--- src/rtl/coh_noc_pkg.sv ---
// Shared CoH NoC definitions: transaction-monitor state encoding, register map
// and CTRL/STATUS bit positions.
package coh_noc_pkg;

  typedef enum logic [1:0] {
    TXN_MON_STOPPED = 2'd0,
    TXN_MON_RUNNING = 2'd1,
    TXN_MON_FROZEN  = 2'd2
  } txn_mon_state_e;

  localparam int TXN_MON_CTRL_ADDR        = 'h000;
  localparam int TXN_MON_STATUS_ADDR      = 'h001;
  localparam int TXN_MON_TOTAL_ADDR       = 'h002;
  localparam int TXN_MON_ACTIVE_ADDR      = 'h003;
  localparam int TXN_MON_HWM_ADDR         = 'h004;
  localparam int TXN_MON_LAT_SUM_ADDR     = 'h005;
  localparam int TXN_MON_PORT_TOTAL_BASE  = 'h100;
  localparam int TXN_MON_PORT_OUTST_BASE  = 'h200;

  localparam int TXN_MON_CTRL_ENABLE_BIT  = 0;
  localparam int TXN_MON_CTRL_CLEAR_BIT   = 1;
  localparam int TXN_MON_CTRL_FREEZE_BIT  = 2;
  localparam int TXN_MON_STATUS_OVF_BIT   = 8;
  localparam int TXN_MON_STATUS_UDF_BIT   = 9;

endpackage

--- src/rtl/coh_noc_txn_port_ctr.sv ---
// Per-port outstanding counter and request total; decides which fires are
// accepted and flags saturation/underflow events.
module coh_noc_txn_port_ctr #(
  parameter int OUTST_W = 8,
  parameter int CNT_W   = 32
) (
  input  logic               clk,
  input  logic               rst,
  input  logic               req,
  input  logic               rsp,
  input  logic               stat_en,
  input  logic               clear,
  output logic               accepted_req,
  output logic               accepted_rsp,
  output logic               ovf,
  output logic               udf,
  output logic [OUTST_W-1:0] outst,
  output logic [CNT_W-1:0]   port_total
);

  logic full, empty, pt_sat;

  assign full  = &outst;
  assign empty = (outst == '0);

  // A simultaneous req/rsp pair nets to zero, so it is always accepted.
  assign accepted_req = req && (rsp || !full);
  assign accepted_rsp = rsp && (req || !empty);

  assign pt_sat = stat_en && accepted_req && (&port_total);
  assign ovf    = (req && !rsp && full) || pt_sat;
  assign udf    = rsp && !req && empty;

  always_ff @(posedge clk) begin
    if (rst) begin
      outst      <= '0;
      port_total <= '0;
    end else begin
      if (accepted_req && !accepted_rsp)      outst <= outst + 1'b1;
      else if (accepted_rsp && !accepted_req) outst <= outst - 1'b1;
      if (clear)                              port_total <= '0;
      else if (stat_en && accepted_req && !pt_sat) port_total <= port_total + 1'b1;
    end
  end

endmodule

--- src/rtl/coh_noc_txn_monitor.sv ---
// NoC transaction monitor: per-port/aggregate outstanding tracking plus
// run/freeze statistics behind the cfg register bus. COH_NOC_TXN_LAT_EN adds LAT_SUM.
module coh_noc_txn_monitor
  import coh_noc_pkg::*;
#(
  parameter int NUM_PORTS = 16,
  parameter int CNT_W     = 32,
  parameter int OUTST_W   = 8,
  parameter int ADDR_W    = 16
) (
  input  logic                 clk,
  input  logic                 rst,
  input  logic [NUM_PORTS-1:0] req_fire,
  input  logic [NUM_PORTS-1:0] rsp_fire,
  input  logic                 cfg_write,
  input  logic                 cfg_read,
  input  logic [ADDR_W-1:0]    cfg_addr,
  input  logic [31:0]          cfg_wdata,
  output logic [31:0]          cfg_rdata,
  output logic                 cfg_ready,
  output logic [CNT_W-1:0]     active_transactions,
  output logic                 mon_running,
  output logic                 mon_error
);

  localparam int AW  = OUTST_W + $clog2(NUM_PORTS);
  localparam int PCW = $clog2(NUM_PORTS + 1);
  localparam int TW  = CNT_W + PCW;

  logic [NUM_PORTS-1:0]              acc_req, acc_rsp, p_ovf, p_udf;
  logic [NUM_PORTS-1:0][OUTST_W-1:0] p_outst;
  logic [NUM_PORTS-1:0][CNT_W-1:0]   p_total;

  txn_mon_state_e   state_q, state_d;
  logic             enable_q, freeze_q, ovf_q, udf_q, ovf_d, udf_d;
  logic             wr_ctrl, wr_status, clr, stat_en, running_d;
  logic [PCW-1:0]   n_req, n_rsp;
  logic [AW-1:0]    active_q, active_d, hwm_q;
  logic [CNT_W-1:0] total_q, lat_rd;
  logic [TW-1:0]    tot_sum;
  logic             tot_ovf, lat_ovf;
  logic [31:0]      rd_val;
  logic             unused_wdata;

  assign unused_wdata = ^{cfg_wdata[31:10], cfg_wdata[7:3]};

  assign wr_ctrl   = cfg_write && (cfg_addr == ADDR_W'(TXN_MON_CTRL_ADDR));
  assign wr_status = cfg_write && (cfg_addr == ADDR_W'(TXN_MON_STATUS_ADDR));
  assign clr       = wr_ctrl && cfg_wdata[TXN_MON_CTRL_CLEAR_BIT];
  // Stat increments landing in the clear cycle are dropped.
  assign stat_en   = (state_q == TXN_MON_RUNNING) && !clr;

  for (genvar p = 0; p < NUM_PORTS; p++) begin : g_port
    coh_noc_txn_port_ctr #(.OUTST_W(OUTST_W), .CNT_W(CNT_W)) u_port (
      .clk          (clk),
      .rst          (rst),
      .req          (req_fire[p]),
      .rsp          (rsp_fire[p]),
      .stat_en      (stat_en),
      .clear        (clr),
      .accepted_req (acc_req[p]),
      .accepted_rsp (acc_rsp[p]),
      .ovf          (p_ovf[p]),
      .udf          (p_udf[p]),
      .outst        (p_outst[p]),
      .port_total   (p_total[p])
    );
  end

  always_comb begin
    n_req = '0;
    n_rsp = '0;
    for (int p = 0; p < NUM_PORTS; p++) begin
      n_req = n_req + PCW'(acc_req[p]);
      n_rsp = n_rsp + PCW'(acc_rsp[p]);
    end
  end

  assign active_d = active_q + AW'(n_req) - AW'(n_rsp);
  assign tot_sum  = TW'(total_q) + TW'(n_req);
  assign tot_ovf  = stat_en && (tot_sum[TW-1:CNT_W] != '0);

`ifdef COH_NOC_TXN_LAT_EN
  logic [CNT_W-1:0]    lat_q;
  logic [CNT_W+AW-1:0] lat_sum;
  assign lat_sum = (CNT_W+AW)'(lat_q) + (CNT_W+AW)'(active_q);
  assign lat_ovf = stat_en && (lat_sum[CNT_W+AW-1:CNT_W] != '0);
  assign lat_rd  = lat_q;
  always_ff @(posedge clk) begin
    if (rst || clr)   lat_q <= '0;
    else if (stat_en) lat_q <= lat_ovf ? '1 : lat_sum[CNT_W-1:0];
  end
`else
  assign lat_ovf = 1'b0;
  assign lat_rd  = '0;
`endif

  // Event flags set after W1C so a same-cycle event is never lost; clear wins.
  assign ovf_d = clr ? 1'b0
               : (ovf_q && !(wr_status && cfg_wdata[TXN_MON_STATUS_OVF_BIT])) || (|p_ovf) || tot_ovf || lat_ovf;
  assign udf_d = clr ? 1'b0
               : (udf_q && !(wr_status && cfg_wdata[TXN_MON_STATUS_UDF_BIT])) || (|p_udf);

  always_ff @(posedge clk) begin
    if (rst) state_q <= TXN_MON_STOPPED;
    else     state_q <= state_d;
  end

  always_comb begin
    state_d = state_q;
    case (state_q)
      TXN_MON_STOPPED:
        if (wr_ctrl && cfg_wdata[TXN_MON_CTRL_ENABLE_BIT]) state_d = TXN_MON_RUNNING;
      TXN_MON_RUNNING:
        if (wr_ctrl && !cfg_wdata[TXN_MON_CTRL_ENABLE_BIT]) state_d = TXN_MON_STOPPED;
        else if (freeze_q && ovf_d)                          state_d = TXN_MON_FROZEN;
      TXN_MON_FROZEN:
        if (wr_ctrl && !cfg_wdata[TXN_MON_CTRL_ENABLE_BIT])  state_d = TXN_MON_STOPPED;
        else if (clr && cfg_wdata[TXN_MON_CTRL_ENABLE_BIT])  state_d = TXN_MON_RUNNING;
      default: state_d = TXN_MON_STOPPED;
    endcase
  end

  always_comb begin
    running_d = (state_d == TXN_MON_RUNNING);
  end

  always_comb begin
    rd_val = '0;
    if (cfg_addr == ADDR_W'(TXN_MON_CTRL_ADDR)) begin
      rd_val[TXN_MON_CTRL_ENABLE_BIT] = enable_q;
      rd_val[TXN_MON_CTRL_FREEZE_BIT] = freeze_q;
    end else if (cfg_addr == ADDR_W'(TXN_MON_STATUS_ADDR)) begin
      rd_val[1:0]                    = state_q;
      rd_val[TXN_MON_STATUS_OVF_BIT] = ovf_q;
      rd_val[TXN_MON_STATUS_UDF_BIT] = udf_q;
    end else if (cfg_addr == ADDR_W'(TXN_MON_TOTAL_ADDR))   rd_val = 32'(total_q);
    else if (cfg_addr == ADDR_W'(TXN_MON_ACTIVE_ADDR))      rd_val = 32'(active_q);
    else if (cfg_addr == ADDR_W'(TXN_MON_HWM_ADDR))         rd_val = 32'(hwm_q);
    else if (cfg_addr == ADDR_W'(TXN_MON_LAT_SUM_ADDR))     rd_val = 32'(lat_rd);
    for (int p = 0; p < NUM_PORTS; p++) begin
      if (cfg_addr == ADDR_W'(TXN_MON_PORT_TOTAL_BASE + p)) rd_val = 32'(p_total[p]);
      if (cfg_addr == ADDR_W'(TXN_MON_PORT_OUTST_BASE + p)) rd_val = 32'(p_outst[p]);
    end
  end

  always_ff @(posedge clk) begin
    if (rst) begin
      enable_q    <= 1'b0;
      freeze_q    <= 1'b0;
      ovf_q       <= 1'b0;
      udf_q       <= 1'b0;
      active_q    <= '0;
      hwm_q       <= '0;
      total_q     <= '0;
      cfg_rdata   <= '0;
      cfg_ready   <= 1'b0;
      mon_running <= 1'b0;
      mon_error   <= 1'b0;
    end else begin
      if (wr_ctrl) begin
        enable_q <= cfg_wdata[TXN_MON_CTRL_ENABLE_BIT];
        freeze_q <= cfg_wdata[TXN_MON_CTRL_FREEZE_BIT];
      end
      ovf_q    <= ovf_d;
      udf_q    <= udf_d;
      active_q <= active_d;
      if (clr) begin
        total_q <= '0;
        hwm_q   <= '0;
      end else if (stat_en) begin
        total_q <= tot_ovf ? '1 : tot_sum[CNT_W-1:0];
        if (active_d > hwm_q) hwm_q <= active_d;
      end
      if (cfg_read && !cfg_write) cfg_rdata <= rd_val;
      cfg_ready   <= cfg_read || cfg_write;
      mon_running <= running_d;
      mon_error   <= ovf_d || udf_d;
    end
  end

  assign active_transactions = CNT_W'(active_q);

endmodule

--- config.mk ---
export PLATFORM = sky130hd
export DESIGN_NAME = coh_noc_txn_monitor
export DESIGN_NICKNAME = d
export VERILOG_FILES = /design/src/rtl/coh_noc_pkg.sv /design/src/rtl/coh_noc_txn_port_ctr.sv /design/src/rtl/coh_noc_txn_monitor.sv
export SDC_FILE = /design/constraint.sdc
export NUM_CORES = 2
export LEC_CHECK = 0
export CORE_MARGIN = 2
export CORE_UTILIZATION = 40
export CTS_BUF_LIST = sky130_fd_sc_hd__clkbuf_16
export CTS_CLUSTER_SIZE = 40
export DETAILED_ROUTE_END_ITERATION = 10
export DONT_BUFFER_PORTS = 1
export PLACE_DENSITY_LB_ADDON = 0.2
export SYNTH_ARGS = -nofsm -noshare
export SYNTH_HDL_FRONTEND = slang
export SYNTH_SLANG_ARGS = --single-unit
--- constraint.sdc ---
create_clock -name clk -period 16.1 [get_ports clk]
set_clock_uncertainty 0.2 [all_clocks]
set_input_delay 3.22 -clock clk [delete_from_list [all_inputs] [get_ports clk]]
set_output_delay 3.22 -clock clk [all_outputs]
set_load 0.005 [all_outputs]
# Word level (Yosys, flattened, before mapping)
# Cells that the tools add are included.
dict set report op_classes {
  n_addsub 81
  n_eq_ne 39
  order_cmp 1
  muxes 84
  n_reduce_logical 431
}
# cell n
set op_table {}
lappend op_table {{$mux W32} 34}
lappend op_table {{$add A32 B1 Y32 const B} 16}
lappend op_table {{$reduce_and A32 Y1} 16}
lappend op_table {{$eq A16 B10 Y1 const B} 16}
lappend op_table {{$eq A16 B9 Y1 const B} 16}
lappend op_table {{$mux W8} 32}
lappend op_table {{$logic_and A1 B1 Y1} 190}
lappend op_table {{$add A8 B1 Y8 const B} 16}
lappend op_table {{$logic_not A8 Y1} 16}
lappend op_table {{$reduce_and A8 Y1} 16}
lappend op_table {{$sub A8 B1 Y8 const B} 16}
lappend op_table {{$logic_not A1 Y1} 117}
lappend op_table {{$add A5 B1 Y5} 22}
lappend op_table {{$logic_or A1 B1 Y1} 53}
lappend op_table {{$add A32 B5 Y33} 1}
lappend op_table {{$eq A16 B2 Y1 const B} 2}
lappend op_table {{$reduce_bool A2 Y1} 16}
lappend op_table {{$reduce_or A16 Y1} 2}
lappend op_table {{$mux W29} 1}
lappend op_table {{$mux W12} 2}
lappend op_table {{$mux W22} 1}
lappend op_table {{$eq A16 B1 Y1 const B} 1}
lappend op_table {{$eq A16 B3 Y1 const B} 1}
lappend op_table {{$logic_not A16 Y1} 1}
lappend op_table {{other kinds (17)} 32}
dict set report totals {
  input_bits 84
  word_cells 680
  out_inout_bits 67
  regBits 737
}

# Depth between registers and ports, before layout
dict set report depth {
  depth_word 38
  depth_mapped 39
  mapped_depth_nobuf 38
}

# Hierarchy
# A second synthesis with hierarchy kept.
dict set report unflattened {
  cells_unflattened 6294
  hier_area_um2 51028.9
}
# mod seq_area_each_um2 area_per_inst_um2 cells_per_inst n_inst
set by_module_without_submodules {}
lappend by_module_without_submodules {{coh_noc_txn_port_ctr (g_port[0].u_port ...)} 800.8 2443.6 293 14}
lappend by_module_without_submodules {coh_noc_txn_monitor 1941.9 12176.7 1624 1}
lappend by_module_without_submodules {{coh_noc_txn_port_ctr (g_port[8].u_port)} 800.8 2401.1 293 1}
lappend by_module_without_submodules {{coh_noc_txn_port_ctr (g_port[9].u_port)} 800.8 2240.9 275 1}

# Worst setup path after synthesis
# OpenSTA, ideal clock, no wires.
dict set report synth_path {
  path_kind {input-to-reg}
  startpoint {input rsp_fire[11]}
  endpoint {register hwm_q[10]}
  t_arrival_ns 12.803
  n_path_buf 1
  required_ns 15.783
  setup_slack_ns 2.980
  path_stages 36
  setup_ns 0.117
  path_cell_list {nand4b_1 o31ai_1 fa_1 fa_1 fa_1 fa_1 inv_1 ha_1 inv_1 fa_1 nor2b_1 o21a_1 inv_1 fa_1 inv_1 fa_1 fa_1 fa_1 inv_1 fa_1 inv_1 fa_1 a21o_1 a21oi_1 o21bai_1 a21o_1 a2111o_1 o211ai_1 ha_1 a21o_1 a21oi_1 o21ai_0 o221ai_1 buf_2 mux2i_1 nor2_1}
}
dict set report synth_via {
  elab_chain_len 11
  elab_cells_between_ends 17
  cone_classes {add/sub: 12; order compare: 1; reduce/logical: 4}
}
# element line
set synth_lines {}
lappend synth_lines {{start, declared} coh_noc_txn_monitor.sv:14} ;# input logic [NUM_PORTS-1:0] rsp_fire,
lappend synth_lines {{$logic_or A1 B1 Y1} coh_noc_txn_port_ctr.sv:27} ;# assign accepted_req = req && (rsp || !full);
lappend synth_lines {{$logic_and A1 B1 Y1} coh_noc_txn_port_ctr.sv:27}
lappend synth_lines {{$add A5 B1 Y5 (5 in a row)} coh_noc_txn_monitor.sv:74} ;# n_req = n_req + PCW'(acc_req[p]);
lappend synth_lines {{$add A12 B5 Y12} coh_noc_txn_monitor.sv:79} ;# assign active_d = active_q + AW'(n_req) - AW'(n_rsp);
lappend synth_lines {{$sub A12 B5 Y12 *} coh_noc_txn_monitor.sv:79}
lappend synth_lines {{named net active_d[10]} coh_noc_txn_monitor.sv:38} ;# logic [AW-1:0] active_q, active_d, hwm_q;
lappend synth_lines {{$gt A12 B12 Y1} coh_noc_txn_monitor.sv:173} ;# if (active_d > hwm_q) hwm_q <= active_d;
lappend synth_lines {{$reduce_and A2 Y1 (no line)} -}
lappend synth_lines {{end signal, assigned} coh_noc_txn_monitor.sv:173}
lappend synth_lines {{end, declared} coh_noc_txn_monitor.sv:38}
# Mark *: on every way through the listed nets, which the timed path passes. The rest lies on a longest branch.
# A chain may end at the register's enable or synchronous reset.

# Worst setup path in the final report
dict set report layout_path {
  startpoint {input rsp_fire[7]}
  endpoint {register hwm_q[5]}
}
dict set report layout_via {
  elab_chain_len 15
  elab_cells_between_ends 25
  cone_classes {add/sub: 20; order compare: 1; reduce/logical: 4}
}
# element line
set layout_lines {}
lappend layout_lines {{$logic_or A1 B1 Y1} coh_noc_txn_port_ctr.sv:27}
lappend layout_lines {{$logic_and A1 B1 Y1} coh_noc_txn_port_ctr.sv:27}
lappend layout_lines {{$add A5 B1 Y5 (9 in a row)} coh_noc_txn_monitor.sv:74}
lappend layout_lines {{$add A12 B5 Y12} coh_noc_txn_monitor.sv:79}
lappend layout_lines {{$sub A12 B5 Y12 *} coh_noc_txn_monitor.sv:79}
lappend layout_lines {{named net active_d[10]} coh_noc_txn_monitor.sv:38}
lappend layout_lines {{$gt A12 B12 Y1 *} coh_noc_txn_monitor.sv:173}
lappend layout_lines {{$reduce_and A2 Y1 (no line) *} -}
# Marks and branches as above.

==> run summary <==
• most common cell after layout, fill and taps aside: sky130_fd_sc_hd__nor2_1
• Period Utilization, post-route: 83.3%
• Clock transition at path regs: 60 ps
• cell leakage power: 17.5 nW
• outcome: finished clean
• total non-filler cell area in the finished layout: 48300 um^2
• core area: 109000 um^2
• fraction of final layout cells with drive strength greater than 1: 4.74%
• max-cap check violation count: 0
• Setup Fix Bufs, Post-CTS: 0
• startpoint type of the worst setup path: primary input
• total setup violations reported at the end of the flow: 0
• Fill cells: 10900
• Synth-to-Final Area Change: 9.52%
• Congestion Overflow GR: 0
• final hold violations: 0
• FFs w/ async S/R, synth: 0%
• instance area at placement: 45700 um^2
• later-pin clock latency in the skew report: 710 ps
• RSZ-0062 raised after global routing: false
• most instantiated flip-flop cell in the synthesis netlist: sky130_fd_sc_hd__dfxtp_1
• Worst EP arrival: 13780 ps
• synthesized instance count: 5454
• minimum clock period after layout: 13410 ps
• fmax: 74.6 MHz
• transition at the pin with the smallest max-transition slack: 1450 ps
• commonest non-fill, non-tap cells in the layout: sky130_fd_sc_hd__nor2_1, sky130_fd_sc_hd__dfxtp_1, sky130_fd_sc_hd__nand2_1, sky130_fd_sc_hd__xor2_1, sky130_fd_sc_hd__nand3_1
• Post-Synthesis Mean Instance Area: 8.09 um^2
• Seq/Total Area, Yosys: 33.4%
• number of placement rows: 121
• hold_buf cts: 0
• critical path data required time: 16470 ps
• Hold WS: 308 ps
• vias per cell: 6.01
• synth unique cells: 92
• antenna-violating nets left: 0
• TritonCTS clock tree: done
• top-level I/O count: 151
• Detailed Route Iter0 Violations: 4631
• die area: 113000 um^2
• Finished Core Util: 44.3%
• per-cell routed wire length: 26.3 um
• combined global-route utilization of all metal layers: 31.7%
• count of flip-flops with a built-in enable after synthesis: 0
• WS Path Type: in -> reg
• cell with the most instances on the worst path: sky130_fd_sc_hd__fa_1
• pin count of the biggest net entering global routing: 216
• die outline width: 336 um
• Max VDD drop: 0.000561 V
• DIE HEIGHT: 336 um
• Total Wirelength: 182 mm
• number of I/O port buffers: 0
• wire length of the first global-routing pass: 264 mm
• ranking of synthesized cells by area: sky130_fd_sc_hd__dfxtp_1, sky130_fd_sc_hd__nor2_1, sky130_fd_sc_hd__xor2_1, sky130_fd_sc_hd__ha_1, sky130_fd_sc_hd__xnor2_1
• drc violations: 0
• Max stage delay on crit path: 900 ps
• worst min path class: reg -> reg
• initial antenna violation count: 3
• cell with the biggest individual delay on the critical path: sky130_fd_sc_hd__o31ai_1
• Max Transition Viols Final: 0
• worst r2r path cells: 36
• detailed-routing iteration count for the pre-antenna-repair pass: 8
• area share of the largest cell type after synthesis: 33.4%
• multi-input combinational cell area: 27800 um^2
• worst max-slew margin expressed relative to the limit: 2.59%
• Power per Cell Area: 171 nW/um^2
• via count: 41700
• combined area of all synthesized cells: 44100 um^2
• Clock Path Buffers: 3
• post-DP HPWL: 142 mm
• maximum fanout along the worst path: 14
• final total negative setup slack: 0 ps
• number of synthesized register bits: 737
• leading area contributor after synthesis: sky130_fd_sc_hd__dfxtp_1
• via count of the first global-routing pass: 38000
• Initial Utilization: 40.4%
• CTS Root Cell: sky130_fd_sc_hd__clkbuf_16
• # resized after CTS: 0
• sort of element at the end of the critical path: flip-flop
• worst hold path stage count: 2
• total number of H-tree levels: 3
• placer's final routability congestion estimate: 1.05
• number of buffers added by the clock tree synthesis step: 88
• Syn. warnings: 0
• register area: 14800 um^2
• clock sinks: 737
• number of nets in the layout: 5710
[Yosys cell counts, types with 36 or more instances]
cell type / count
sky130_fd_sc_hd__or3_1: 92
sky130_fd_sc_hd__nor2b_1: 42
sky130_fd_sc_hd__mux2i_1: 53
sky130_fd_sc_hd__buf_2: 84
sky130_fd_sc_hd__and2_1: 39
sky130_fd_sc_hd__nor2_1: 921
sky130_fd_sc_hd__o21ai_0: 135
sky130_fd_sc_hd__xor2_1: 327
sky130_fd_sc_hd__nand2b_1: 36
sky130_fd_sc_hd__nor3_1: 161
sky130_fd_sc_hd__and3_1: 80
sky130_fd_sc_hd__nand3_1: 287
sky130_fd_sc_hd__a221oi_1: 65
sky130_fd_sc_hd__ha_1: 186
sky130_fd_sc_hd__a21o_1: 79
sky130_fd_sc_hd__xnor2_1: 256
sky130_fd_sc_hd__and4_1: 81
sky130_fd_sc_hd__inv_1: 171
sky130_fd_sc_hd__nor4_1: 96
sky130_fd_sc_hd__dfxtp_1: 737
sky130_fd_sc_hd__nand4_1: 184
sky130_fd_sc_hd__a22oi_1: 111
sky130_fd_sc_hd__fa_1: 47
sky130_fd_sc_hd__nand2_1: 342
sky130_fd_sc_hd__clkbuf_1: 124
sky130_fd_sc_hd__a21oi_1: 278
[sequential cells by signal, indices dropped and copies added, names as in the netlist]
register	count
active_q	12
cfg_rdata	32
cfg_ready	1
enable_q	1
freeze_q	1
g_port.u_port.outst	128
g_port.u_port.port_total	512
hwm_q	12
mon_error	1
mon_running	1
ovf_q	1
state_q	2
total_q	32
udf_q	1
[worst max-delay path: cells and delay by family]
family | cells | cell delay, ps
adder cells (fa/ha/maj) | 13 | 5830
AO/OA/AOI/OAI | 12 | 3280
buffers and inverters | 7 | 830
AND/OR/NAND/NOR | 3 | 390
multiplexers | 1 | 220
[kinds of logic after synthesis]
kind of cell	after synthesis	share of synthesized area [%]
simple gates	2459	27.5
compound gates	964	14.9
flops	737	33.4
xor+xnor	583	11.6
buf+inv	423	4.03
fa+ha+maj	234	7.43
mux	53	1.20
other cells	1	0.00850
[where the power goes]
part,switching [mW],leakage (nW),total [mW],internal [mW]
sequential,0.350,5.97,2.34,1.99
clock,0.864,1.37,1.89,1.03
combinational,2.18,10.2,4.02,1.84
total,3.39,17.5,8.26,4.86
[worst paths after layout]
| check | to | slack [ps] | from |
|---|---|---|---|
| max | hwm_q[5] | 2690 | rsp_fire[7] |
| min | g_port[1].u_port.port_total[16] | 310 | g_port[1].u_port.port_total[16] |
| max reg2reg | hwm_q[5] | 4700 | g_port[7].u_port.outst[0] |
| min reg2reg | g_port[1].u_port.port_total[16] | 310 | g_port[1].u_port.port_total[16] |
[per-stage QoR]
step | worst slack, ps | std cells | power (mW)
3_3_place_gp | 2210 | 6779 | 6.26
2_1_floorplan | 2980 | 5473 | 5.44
4_1_cts | 2780 | 6937 | 8.25
6_report | 2690 | 6938 | 8.26
3_5_place_dp | 2090 | 6779 | 6.36
5_1_grt | 2080 | 6937 | 8.97
[layout make-up]
class                   instances  share of cell area (%)
diodes                          1                 0.00518
clock buffers                  88                    4.56
clock inverters                70                   0.965
inverters                     171                    1.33
multi-input cells            4313                    57.5
flip-flops and latches        737                    30.5
well taps                    1476                    3.82
repair buffers                 82                    1.30
[metal layers]
layer	share of wire (%)	global-route usage (%)	wire, um
met1	42	41.8	77000
met2	43	47.5	77600
met3	9.0	7.46	16400
met4	6.2	17.3	11400
met5	0	0	0
(Power assumes the default switching activity.)
